## config.mk

```make
export PLATFORM = sky130hd
export DESIGN_NAME = iq_decimator_flat
export DESIGN_NICKNAME = d
export VERILOG_FILES = /design/src/rtl/iq_decimator_if.sv /design/src/rtl/iq_decimator.sv /design/src/flat_wrapper.sv
export SDC_FILE = /design/constraint.sdc
export NUM_CORES = 1
export LEC_CHECK = 0
export ABC_AREA = 1
export CAP_MARGIN = 20
export CORE_MARGIN = 3
export CORE_UTILIZATION = 63
export CTS_CLUSTER_DIAMETER = 50
export DETAILED_ROUTE_END_ITERATION = 8
export PLACE_DENSITY = 0.88
export SYNTH_ARGS = -nofsm -noshare
export SYNTH_HDL_FRONTEND = slang
export SYNTH_SLANG_ARGS = --single-unit
export TNS_END_PERCENT = 5
```

## constraint.sdc

```tcl
create_clock -name s00_axis_aclk -period 8.2 [get_ports s00_axis_aclk]
set_input_delay 1.64 -clock s00_axis_aclk [delete_from_list [all_inputs] [get_ports s00_axis_aclk]]
set_output_delay 1.64 -clock s00_axis_aclk [all_outputs]
set_load 0.005 [all_outputs]
```

## src/rtl/iq_decimator_if.sv

```systemverilog
// AXI-Stream bundle around the IQ decimator: 64-bit complex samples in, 32-bit packed words out.
// The slave modport is the decimator's view, the master modport is the driving environment's view.
interface iq_decimator_if #(
  parameter int S_W = 64,
  parameter int M_W = 32
);
  logic               s00_axis_tvalid;
  logic [S_W-1:0]     s00_axis_tdata;
  logic [S_W/8-1:0]   s00_axis_tstrb;
  logic               s00_axis_tlast;
  logic               s00_axis_tready;
  logic               m00_axis_tready;
  logic               m00_axis_tvalid;
  logic [M_W-1:0]     m00_axis_tdata;
  logic [M_W/8-1:0]   m00_axis_tstrb;
  logic               m00_axis_tlast;

  modport slave (
    input  s00_axis_tvalid, s00_axis_tdata, s00_axis_tstrb, s00_axis_tlast, m00_axis_tready,
    output s00_axis_tready, m00_axis_tvalid, m00_axis_tdata, m00_axis_tstrb, m00_axis_tlast
  );

  modport master (
    output s00_axis_tvalid, s00_axis_tdata, s00_axis_tstrb, s00_axis_tlast, m00_axis_tready,
    input  s00_axis_tready, m00_axis_tvalid, m00_axis_tdata, m00_axis_tstrb, m00_axis_tlast
  );
endinterface

```

## src/rtl/iq_decimator.sv

```systemverilog
// Integrate-and-dump decimator: sums DECIM complex samples, shifts, saturates to 16 bits per
// component and emits one {imag16, real16} word per group; tlast forces an early dump.
module iq_decimator #(
  parameter int C_S00_AXIS_TDATA_WIDTH = 64,
  parameter int C_M00_AXIS_TDATA_WIDTH = 32,
  parameter int DECIM                  = 8,
  parameter int SHIFT                  = 3
) (
  input  logic        s00_axis_aclk,
  input  logic        s00_axis_areset,
  iq_decimator_if.slave axis
);
  localparam int IN_W  = C_S00_AXIS_TDATA_WIDTH / 2;
  localparam int OUT_W = C_M00_AXIS_TDATA_WIDTH / 2;
  localparam int CNT_W = $clog2(DECIM);
  localparam int ACC_W = IN_W + $clog2(DECIM);
  localparam logic signed [ACC_W-1:0] SAT_MAX = ACC_W'((2 ** (OUT_W - 1)) - 1);
  localparam logic signed [ACC_W-1:0] SAT_MIN = ACC_W'(-(2 ** (OUT_W - 1)));

  logic [CNT_W-1:0]                  cnt_q;
  logic                              tvalid_q;
  logic                              tlast_q;
  logic [C_M00_AXIS_TDATA_WIDTH-1:0] tdata_q;
  logic [C_M00_AXIS_TDATA_WIDTH-1:0] word_d;
  logic                              in_ready;
  logic                              in_hs;
  logic                              dump;
  logic                              unused_tstrb;

  // One-entry output register: accept input whenever that register is free or draining.
  assign in_ready = ~tvalid_q | axis.m00_axis_tready;
  assign in_hs    = axis.s00_axis_tvalid & in_ready;
  assign dump     = in_hs & ((cnt_q == CNT_W'(DECIM - 1)) | axis.s00_axis_tlast);

  assign unused_tstrb = ^axis.s00_axis_tstrb;

  for (genvar gi = 0; gi < 2; gi++) begin : g_comp
    logic signed [IN_W-1:0]  sample;
    logic signed [ACC_W-1:0] acc_q;
    logic signed [ACC_W-1:0] sum_d;
    logic signed [ACC_W-1:0] shifted_d;
    logic [OUT_W-1:0]        sat_d;

    assign sample    = axis.s00_axis_tdata[gi*IN_W +: IN_W];
    assign sum_d     = acc_q + ACC_W'(sample);
    // Arithmetic shift floors toward -inf; no rounding offset by design.
    assign shifted_d = sum_d >>> SHIFT;
    assign sat_d     = (shifted_d > SAT_MAX) ? OUT_W'(SAT_MAX) :
                       (shifted_d < SAT_MIN) ? OUT_W'(SAT_MIN) :
                       shifted_d[OUT_W-1:0];
    assign word_d[gi*OUT_W +: OUT_W] = sat_d;

    always_ff @(posedge s00_axis_aclk) begin
      if (s00_axis_areset) begin
        acc_q <= '0;
      end else if (in_hs) begin
        acc_q <= dump ? '0 : sum_d;
      end
    end
  end

  always_ff @(posedge s00_axis_aclk) begin
    if (s00_axis_areset) begin
      cnt_q    <= '0;
      tvalid_q <= 1'b0;
      tlast_q  <= 1'b0;
      tdata_q  <= '0;
    end else begin
      if (in_hs) begin
        if (dump) begin
          cnt_q   <= '0;
          tdata_q <= word_d;
          tlast_q <= axis.s00_axis_tlast;
        end else begin
          cnt_q <= cnt_q + CNT_W'(1);
        end
      end
      // A dump in the same cycle as a drain reloads the register, so tvalid only drops without one.
      if (dump) begin
        tvalid_q <= 1'b1;
      end else if (tvalid_q && axis.m00_axis_tready) begin
        tvalid_q <= 1'b0;
      end
    end
  end

  assign axis.s00_axis_tready = in_ready;
  assign axis.m00_axis_tvalid = tvalid_q;
  assign axis.m00_axis_tdata  = tdata_q;
  assign axis.m00_axis_tlast  = tlast_q;
  assign axis.m00_axis_tstrb  = '1;
endmodule

```

## src/flat_wrapper.sv

```systemverilog
// flat-port wrapper written by rule: the top's interface ports become plain ports
module iq_decimator_flat 
#(
  parameter int C_S00_AXIS_TDATA_WIDTH = 64,
  parameter int C_M00_AXIS_TDATA_WIDTH = 32,
  parameter int DECIM                  = 8,
  parameter int SHIFT                  = 3
)
  (s00_axis_aclk, s00_axis_areset, axis_s00_axis_tvalid, axis_s00_axis_tdata, axis_s00_axis_tstrb, axis_s00_axis_tlast, axis_m00_axis_tready, axis_s00_axis_tready, axis_m00_axis_tvalid, axis_m00_axis_tdata, axis_m00_axis_tstrb, axis_m00_axis_tlast);
  iq_decimator_if #(.S_W(64), .M_W(32)) axis_i ();
  input  logic s00_axis_aclk;
  input  logic s00_axis_areset;
  input wire logic [$bits(axis_i.s00_axis_tvalid)-1:0] axis_s00_axis_tvalid;
  input wire logic [$bits(axis_i.s00_axis_tdata)-1:0] axis_s00_axis_tdata;
  input wire logic [$bits(axis_i.s00_axis_tstrb)-1:0] axis_s00_axis_tstrb;
  input wire logic [$bits(axis_i.s00_axis_tlast)-1:0] axis_s00_axis_tlast;
  input wire logic [$bits(axis_i.m00_axis_tready)-1:0] axis_m00_axis_tready;
  output wire logic [$bits(axis_i.s00_axis_tready)-1:0] axis_s00_axis_tready;
  output wire logic [$bits(axis_i.m00_axis_tvalid)-1:0] axis_m00_axis_tvalid;
  output wire logic [$bits(axis_i.m00_axis_tdata)-1:0] axis_m00_axis_tdata;
  output wire logic [$bits(axis_i.m00_axis_tstrb)-1:0] axis_m00_axis_tstrb;
  output wire logic [$bits(axis_i.m00_axis_tlast)-1:0] axis_m00_axis_tlast;
  assign axis_i.s00_axis_tvalid = axis_s00_axis_tvalid;
  assign axis_i.s00_axis_tdata = axis_s00_axis_tdata;
  assign axis_i.s00_axis_tstrb = axis_s00_axis_tstrb;
  assign axis_i.s00_axis_tlast = axis_s00_axis_tlast;
  assign axis_i.m00_axis_tready = axis_m00_axis_tready;
  assign axis_s00_axis_tready = axis_i.s00_axis_tready;
  assign axis_m00_axis_tvalid = axis_i.m00_axis_tvalid;
  assign axis_m00_axis_tdata = axis_i.m00_axis_tdata;
  assign axis_m00_axis_tstrb = axis_i.m00_axis_tstrb;
  assign axis_m00_axis_tlast = axis_i.m00_axis_tlast;
  iq_decimator #(.C_S00_AXIS_TDATA_WIDTH(C_S00_AXIS_TDATA_WIDTH), .C_M00_AXIS_TDATA_WIDTH(C_M00_AXIS_TDATA_WIDTH), .DECIM(DECIM), .SHIFT(SHIFT)) u_core (.s00_axis_aclk(s00_axis_aclk), .s00_axis_areset(s00_axis_areset), .axis(axis_i));
endmodule
```

==> qor.yml, run 1 <==
status: "complete, no violations"
cts_buffers: 9
wl_per_cell_um: 14.8
max_slew_margin_pct: 37.4
antenna_found_initial: 0
post_cts_buffers: 0
synth_area_per_cell_um2: 5.80
cts_resized: 0
drv_cap: 0
synth_area_leader_cell: "nand2_1"
startpoint_type: "input pin"
grt_max_degree: 76
end_kind: "flip-flop"
rows: 45
hp-start: "u_core.g_comp[1].acc_q[9]"
io_pins: 116
r2r_slack_ns: 4.78
tightest_slew_ns: 0.938
routed_via_density: 5.36
finalWorstSetupSlack_ns: 3.37
powerDensity_mw_per_mm2: 139
syn_inst: 1716
clock.fmax_ghz: 0.207
drcViolationCount: 0
hold_depth: 2
path_max_fanout: 15
antennaDiodeCount: 0
core_area_mm2: 0.0153
first_pass_iters: 5
cts_max_path_buffers: 2
yosysUniqueCellTypes: 44
track_usage_pct: 33.7
route.met2.wl_um: 13200
reg2reg_depth: 19
cts.clk_slew.worst_paths_ns: 0.08
syn_area_mm2: 0.00996
rsz0062_at_grt: "no"
cts_sinks: 107
area_growth_pct: 14.4
grt_pass1_vias: 10100
finalSetupViolCount: 0
min_to: "u_core.g_comp[1].acc_q[9]"
arrival_ns: 5.05
reg2reg_to: "u_core.axis.m00_axis_tdata[20]"
io_buffers: 103
p_leak_nw: 5.94
clock_latency_ns: 0.37
tns_ns: 0
via_count: 10800
synth.area.top_cells: "nand2_1, dfxtp_1, inv_1"
dieArea_mm2: 0.0174
crit_type: "in -> reg"
holdCritPathClass: "reg -> reg"
initial_core_util_pct: 65.0
ir_drop_mv: 0.0992
finClkSkew_ns: 0.0166
clock-root-buffer: "clkbuf_16"
wl_met3_um: 2530
ys_ff_latch: 107
layout_min_cycle_time_ns: 4.83
grt_pass1_wl_um: 48400
dieHeight_um: 132
hold_violations: 0
drive_gt1_share_pct: 8.09
routabilityCongestion: 0.993
seq_area_frac_synth_pct: 21.5
wirelength_um: 29900
crit_path_start: "axis_s00_axis_tdata[32]"
min_period_over_period_pct: 58.9
worstPathRequired_ns: 8.42
cts_tree: "built"
overflow: 0
nNetsFinal: 1948
place_hpwl_um: 23600
h-tree-depth: 3
routed.top_layer: "met4"
ant_nets: 0
initialDrtViolationCount: 958
pre_cts_slack_ns: 3.09
wl_met1_um: 13500
synth.yosys.warnings: 0
fp.dieW_um: 132
yosysTopAreaCellShare_pct: 24.5
fin_util_pct: 74.4
holdBufCountCts: 0
r2r-start: "u_core.g_comp[1].acc_q[0]"
maxSlewViolCount: 0
-- placed cells by master, fill, tap and decap left out, types with 2 or more instances in the layout --
cell type        synthesis  layout
nor2_4                   8       8
clkdlybuf4s50_1          0     102
nand3b_1                 3       3
nand3_1                 81      81
inv_6                    0       3
nand2_1                650     649
nor2_1                 130     129
clkinv_1                 4       3
xnor2_1                  7       7
clkbuf_16                0       9
and2_1                   8       8
dfxtp_1                107     107
a21oi_1                127     127
inv_2                   14      15
ha_1                    70      70
inv_1                  260     260
nand2_2                 37      38
nor3_1                   5       5
nor3_2                   4       4
buf_4                    5       5
a21oi_2                 23      23
nor2_2                  21      22
nand4_1                 20      20
conb_1                   1       4
o21a_1                   2       2
nand3_2                  7       7
o21ai_0                 37      37
fa_1                     2       2
a2bb2oi_1                2       2
xor2_1                  30      30
o21bai_1                 4       4
nand2_4                  2       2
-- synth_stat cells (all sizes together) --
cell type / count
a21o: 1
a21oi: 151
a2bb2oi: 2
a31oi: 1
and2: 9
and3: 1
buf: 10
clkbuf: 29
clkinv: 4
conb: 1
dfxtp: 107
fa: 2
ha: 70
inv: 274
nand2: 689
nand3: 88
nand3b: 3
nand4: 21
nor2: 159
nor3: 9
nor4: 1
o21a: 2
o21ai: 37
o21bai: 4
o31ai: 1
or2: 2
xnor2: 7
xor2: 31
-- worst max-delay path, cell delays in order --
cell,delay (ns)
clkdlybuf4s50_1,0.47
ha_1,0.25
inv_1,0.08
fa_1,0.42
inv_1,0.13
nand3_1,0.09
nand2_2,0.12
nand2_1,0.07
nand2_2,0.13
nand2_1,0.06
nand2_1,0.17
nand2_1,0.14
nand2_1,0.11
nand2_1,0.05
nand2_1,0.06
nand3_1,0.09
nor2_1,0.12
nand3_2,0.11
a21oi_4,0.57
a21oi_1,0.14
-- stage by stage --
step,cells,power [mW],instance area (um2),hold WS (ns)
after floorplan,1719,0.962,9970,0.443
after global placement,1999,1.12,11100,0.448
after detailed placement,1999,1.13,11100,0.461
after CTS,2015,1.58,11400,0.474
after global routing,2015,1.67,11400,0.491
final,2015,1.59,11400,0.474
-- worst max path at each step --
stage	to	slack (ns)	cells past startpoint
4_1_cts	u_core.axis.m00_axis_tdata[18]	3.45	20
2_1_floorplan	u_core.axis.m00_axis_tdata[21]	4.32	20
3_3_place_gp	u_core.axis.m00_axis_tdata[16]	3.15	20
6_report	u_core.axis.m00_axis_tdata[20]	3.37	20
5_1_grt	u_core.axis.m00_axis_tdata[18]	3.06	20
3_5_place_dp	u_core.axis.m00_axis_tdata[18]	3.09	20
-- cell families (layout without fill, tap and decap cells) --
| logic type | after synthesis | in the layout | synth area share, % |
|---|---|---|---|
| flops | 107 | 107 | 21.5 |
| fa+ha+maj | 72 | 72 | 9.20 |
| xor+xnor | 38 | 38 | 3.42 |
| other cells | 1 | 4 | 0.0377 |
| buf+inv | 317 | 402 | 12.5 |
| simple gates | 982 | 982 | 42.0 |
| compound gates | 199 | 199 | 11.3 |
-- where the power goes --
group / switching (mW) / total, mW / internal [mW]
Clock: 0.236 / 0.451 / 0.215
Sequential: 0.0185 / 0.571 / 0.552
Combinational: 0.363 / 0.566 / 0.202
-- area by class of cell --
class	count	area (um2)
inverter	278	1040
tap	211	264
timing repair buffer	108	1060
clock inverter	7	67.6
multi-input combinational	1295	6590
fill	1356	3920
sequential	107	2140
clock buffer	9	225
-- per-layer routing --
metal  up-vias  GRT usage, %
li1       5450             -
met1      4864          47.0
met2       442          53.5
met3        50          5.50
met4         0          10.9
met5         -             0
-- state kept, by name, summed over array words and instances (netlist names) --
signal,count
u_core.axis.m00_axis_tlast,1
u_core.axis.m00_axis_tvalid,1
u_core.axis.m00_axis_tdata,32
u_core.cnt_q,3
u_core.g_comp.acc_q,70
No activity file was read; power rests on OpenSTA's default activity.
==> run 2, diff against run 1 <==
--- a/config.mk
+++ b/config.mk
@@ -8,10 +8,10 @@
 export ABC_AREA = 1
 export CAP_MARGIN = 20
 export CORE_MARGIN = 3
-export CORE_UTILIZATION = 63
+export CORE_UTILIZATION = 52
 export CTS_CLUSTER_DIAMETER = 50
 export DETAILED_ROUTE_END_ITERATION = 8
-export PLACE_DENSITY = 0.88
+export PLACE_DENSITY = 0.78
 export SYNTH_ARGS = -nofsm -noshare
 export SYNTH_HDL_FRONTEND = slang
 export SYNTH_SLANG_ARGS = --single-unit
==> constraint.sdc (replaced) <==
create_clock -name s00_axis_aclk -period 4.3 [get_ports s00_axis_aclk]
set_input_delay 0.86 -clock s00_axis_aclk [delete_from_list [all_inputs] [get_ports s00_axis_aclk]]
set_output_delay 0.86 -clock s00_axis_aclk [all_outputs]
set_load 0.005 [all_outputs]
==> run 2 against run 1 <==
Compared with the run above:
- final cell count increased by 1.1%
- routed wire length grew 0.83%
- core utilization down 12 points
- die area increased by 20%
- sequential share of layout area shrank 0.13 points
- hold slack lost 0.0097 ns
- register-to-register slack got worse by 3.6 ns
- count of clock-buffer cells in the layout unchanged
- via count shrank 2.0%
- critical path type unchanged
- highest routed layer is now met5
==> qor.yml, run 2 (synthesized netlist as in run 1, its figures left out) <==
status: "complete, no violations"
powerDensity_mw_per_mm2: 266
clock_latency_ns: 0.37
rsz0062_at_grt: "no"
area_growth_pct: 15.2
layout_min_cycle_time_ns: 3.72
end_kind: "flip-flop"
min_period_over_period_pct: 86.4
r2r-start: "u_core.g_comp[0].acc_q[0]"
crit_path_start: "axis_s00_axis_tdata[0]"
swShare_pct: 38.9
grt_pass1_vias: 9403
cp_cell_sequence: "clkdlybuf4s50_1, ha_1, inv_1, fa_1, inv_1, nand3_1, nand2_2, nand2_1, nand2_2, nand2_1, nand2_1, nand2_1, nand3_1, nand2_1, nor2_1, nand2_1, nor2_1, nand3_1, nand2_1, nand2_2, nor2_1, nor2_1"
via_count: 10600
holdBufCountCts: 0
clock.fmax_ghz: 0.269
hold_violations: 0
rows: 49
io_buffers: 103
cts_sinks: 107
power_mw: 3.05
h-tree-depth: 3
cts_resized: 0
antennaDiodeCount: 0
most-common-layout-cells: "nand2_1, inv_1, nor2_1"
antenna_found_initial: 1
cp_slowest_stage_delay_ns: 0.47
initialDrtViolationCount: 849
startpoint_type: "input pin"
tightest_slew_ns: 1.00
p_leak_nw: 5.96
drive_gt1_share_pct: 8.30
wirelength_um: 30200
largest-register: "u_core.g_comp.acc_q"
crit_slowest_cell: "clkdlybuf4s50_1"
finalWorstSetupSlack_ns: 0.585
ant_nets: 0
dieHeight_um: 144
arrival_ns: 3.97
fp.dieW_um: 144
place_hpwl_um: 24000
worstPathRequired_ns: 4.56
post_cts_buffers: 0
final_common_cell: "nand2_1"
seqPwrFrac_pct: 35.8
overflow: 0
cts_buffers: 9
p_int_mw: 1.86
core_area_mm2: 0.0184
holdCritPathClass: "reg -> reg"
clock-root-buffer: "clkbuf_16"
crit_buf_inv: 3
maxSlewViolCount: 0
cpMostUsedCell: "nand2_1"
wl_per_cell_um: 14.8
dieArea_mm2: 0.0208
r2r_slack_ns: 1.22
worst-path-stages: 22
reg2reg_depth: 21
max_slew_margin_pct: 33.2
crit_family: "simple AND/OR/NAND/NOR gates"
combinationalPowerShare_pct: 35.2
reg2reg_to: "u_core.axis.m00_axis_tdata[3]"
initial_core_util_pct: 54.1
largest_reg_flops: 70
finalSetupViolCount: 0
cts_tree: "built"
track_usage_pct: 28.8
grt_pass1_wl_um: 47700
finClkSkew_ns: 0.0128
cts_max_path_buffers: 2
drcViolationCount: 0
first_pass_iters: 5
path_max_fanout: 15
crit_end: "u_core.axis.m00_axis_tdata[3]"
power.switching_mw: 1.19
pre_cts_slack_ns: 0.215
grt_max_degree: 77
routabilityCongestion: 0.977
cts.clk_slew.worst_paths_ns: 0.08
tns_ns: 0
routed_via_density: 5.20
drv_cap: 0
crit_type: "in -> reg"
nNetsFinal: 1952
clkPwrFrac_pct: 29.0
io_pins: 116
ir_drop_mv: 0.209
[run 2: routing by layer]
metal  GRT usage, %  up-vias  share of wire [%]
met2           43.6      361                 42
met3           4.10       32                7.8
met4           6.38        2                1.5
met5              0        -              0.043
li1               -     5457                  -
met1           43.2     4742                 48
[run 2: worst reg2reg max path, cell delays in order, from the launching register on]
cell and delay, ns:
dfxtp_1 0.34, ha_1 0.22, inv_1 0.08, fa_1 0.41
inv_1 0.13, nand3_1 0.09, nand2_2 0.11, nand2_1 0.07
nand2_2 0.10, nand2_1 0.06, nand2_1 0.11, nand2_1 0.09
nand3_1 0.08, nand2_1 0.10, nor2_1 0.10, nand2_1 0.05
nor2_1 0.17, nand3_1 0.13, nand2_1 0.09, nand2_2 0.21
nor2_1 0.18, nor2_1 0.05
[run 2: through the flow]
| stage | area (um2) | utilization [%] | hold WS, ns | instances |
|---|---|---|---|---|
| 4_1_cts | 11500 | 62.4 | 0.468 | 2037 |
| 5_1_grt | 11500 | 62.4 | 0.486 | 2037 |
| 2_1_floorplan | 9970 | - | 0.443 | 1719 |
| 3_3_place_gp | 11200 | 60.7 | 0.449 | 2021 |
| 3_5_place_dp | 11200 | 60.7 | 0.455 | 2021 |
| 6_report | 11500 | 62.4 | 0.464 | 2037 |
[run 2: worst min-delay path by stage]
stage,start,to,slack [ns],depth (start not counted)
3_3_place_gp,u_core.axis.m00_axis_tlast,u_core.axis.m00_axis_tlast,0.45,2
4_1_cts,u_core.axis.m00_axis_tlast,u_core.axis.m00_axis_tlast,0.47,2
2_1_floorplan,u_core.cnt_q[0],u_core.cnt_q[0],0.44,2
3_5_place_dp,u_core.axis.m00_axis_tlast,u_core.axis.m00_axis_tlast,0.46,2
5_1_grt,u_core.g_comp[0].acc_q[27],u_core.g_comp[0].acc_q[27],0.49,2
6_report,u_core.axis.m00_axis_tlast,u_core.axis.m00_axis_tlast,0.46,2
[run 2: power groups by stage]
| stage | clock network, mW | registers, mW | logic [mW] |
|---|---|---|---|
| 2_1_floorplan | 0 | 1.10 | 0.730 |
| 3_3_place_gp | 0 | 1.11 | 1.04 |
| 3_5_place_dp | 0 | 1.11 | 1.05 |
| 4_1_cts | 0.901 | 1.09 | 1.06 |
| 5_1_grt | 0.942 | 1.10 | 1.19 |
| 6_report | 0.884 | 1.09 | 1.07 |
[run 2: area by class of cell]
| class | instances | area [um2] |
|---|---|---|
| Multi-Input combinational cell | 1295 | 6590 |
| Fill cell | 1832 | 6920 |
| Clock inverter | 7 | 80.1 |
| Inverter | 278 | 1040 |
| Tap cell | 229 | 287 |
| Clock buffer | 9 | 225 |
| Sequential cell | 107 | 2140 |
| Timing Repair Buffer | 112 | 1110 |
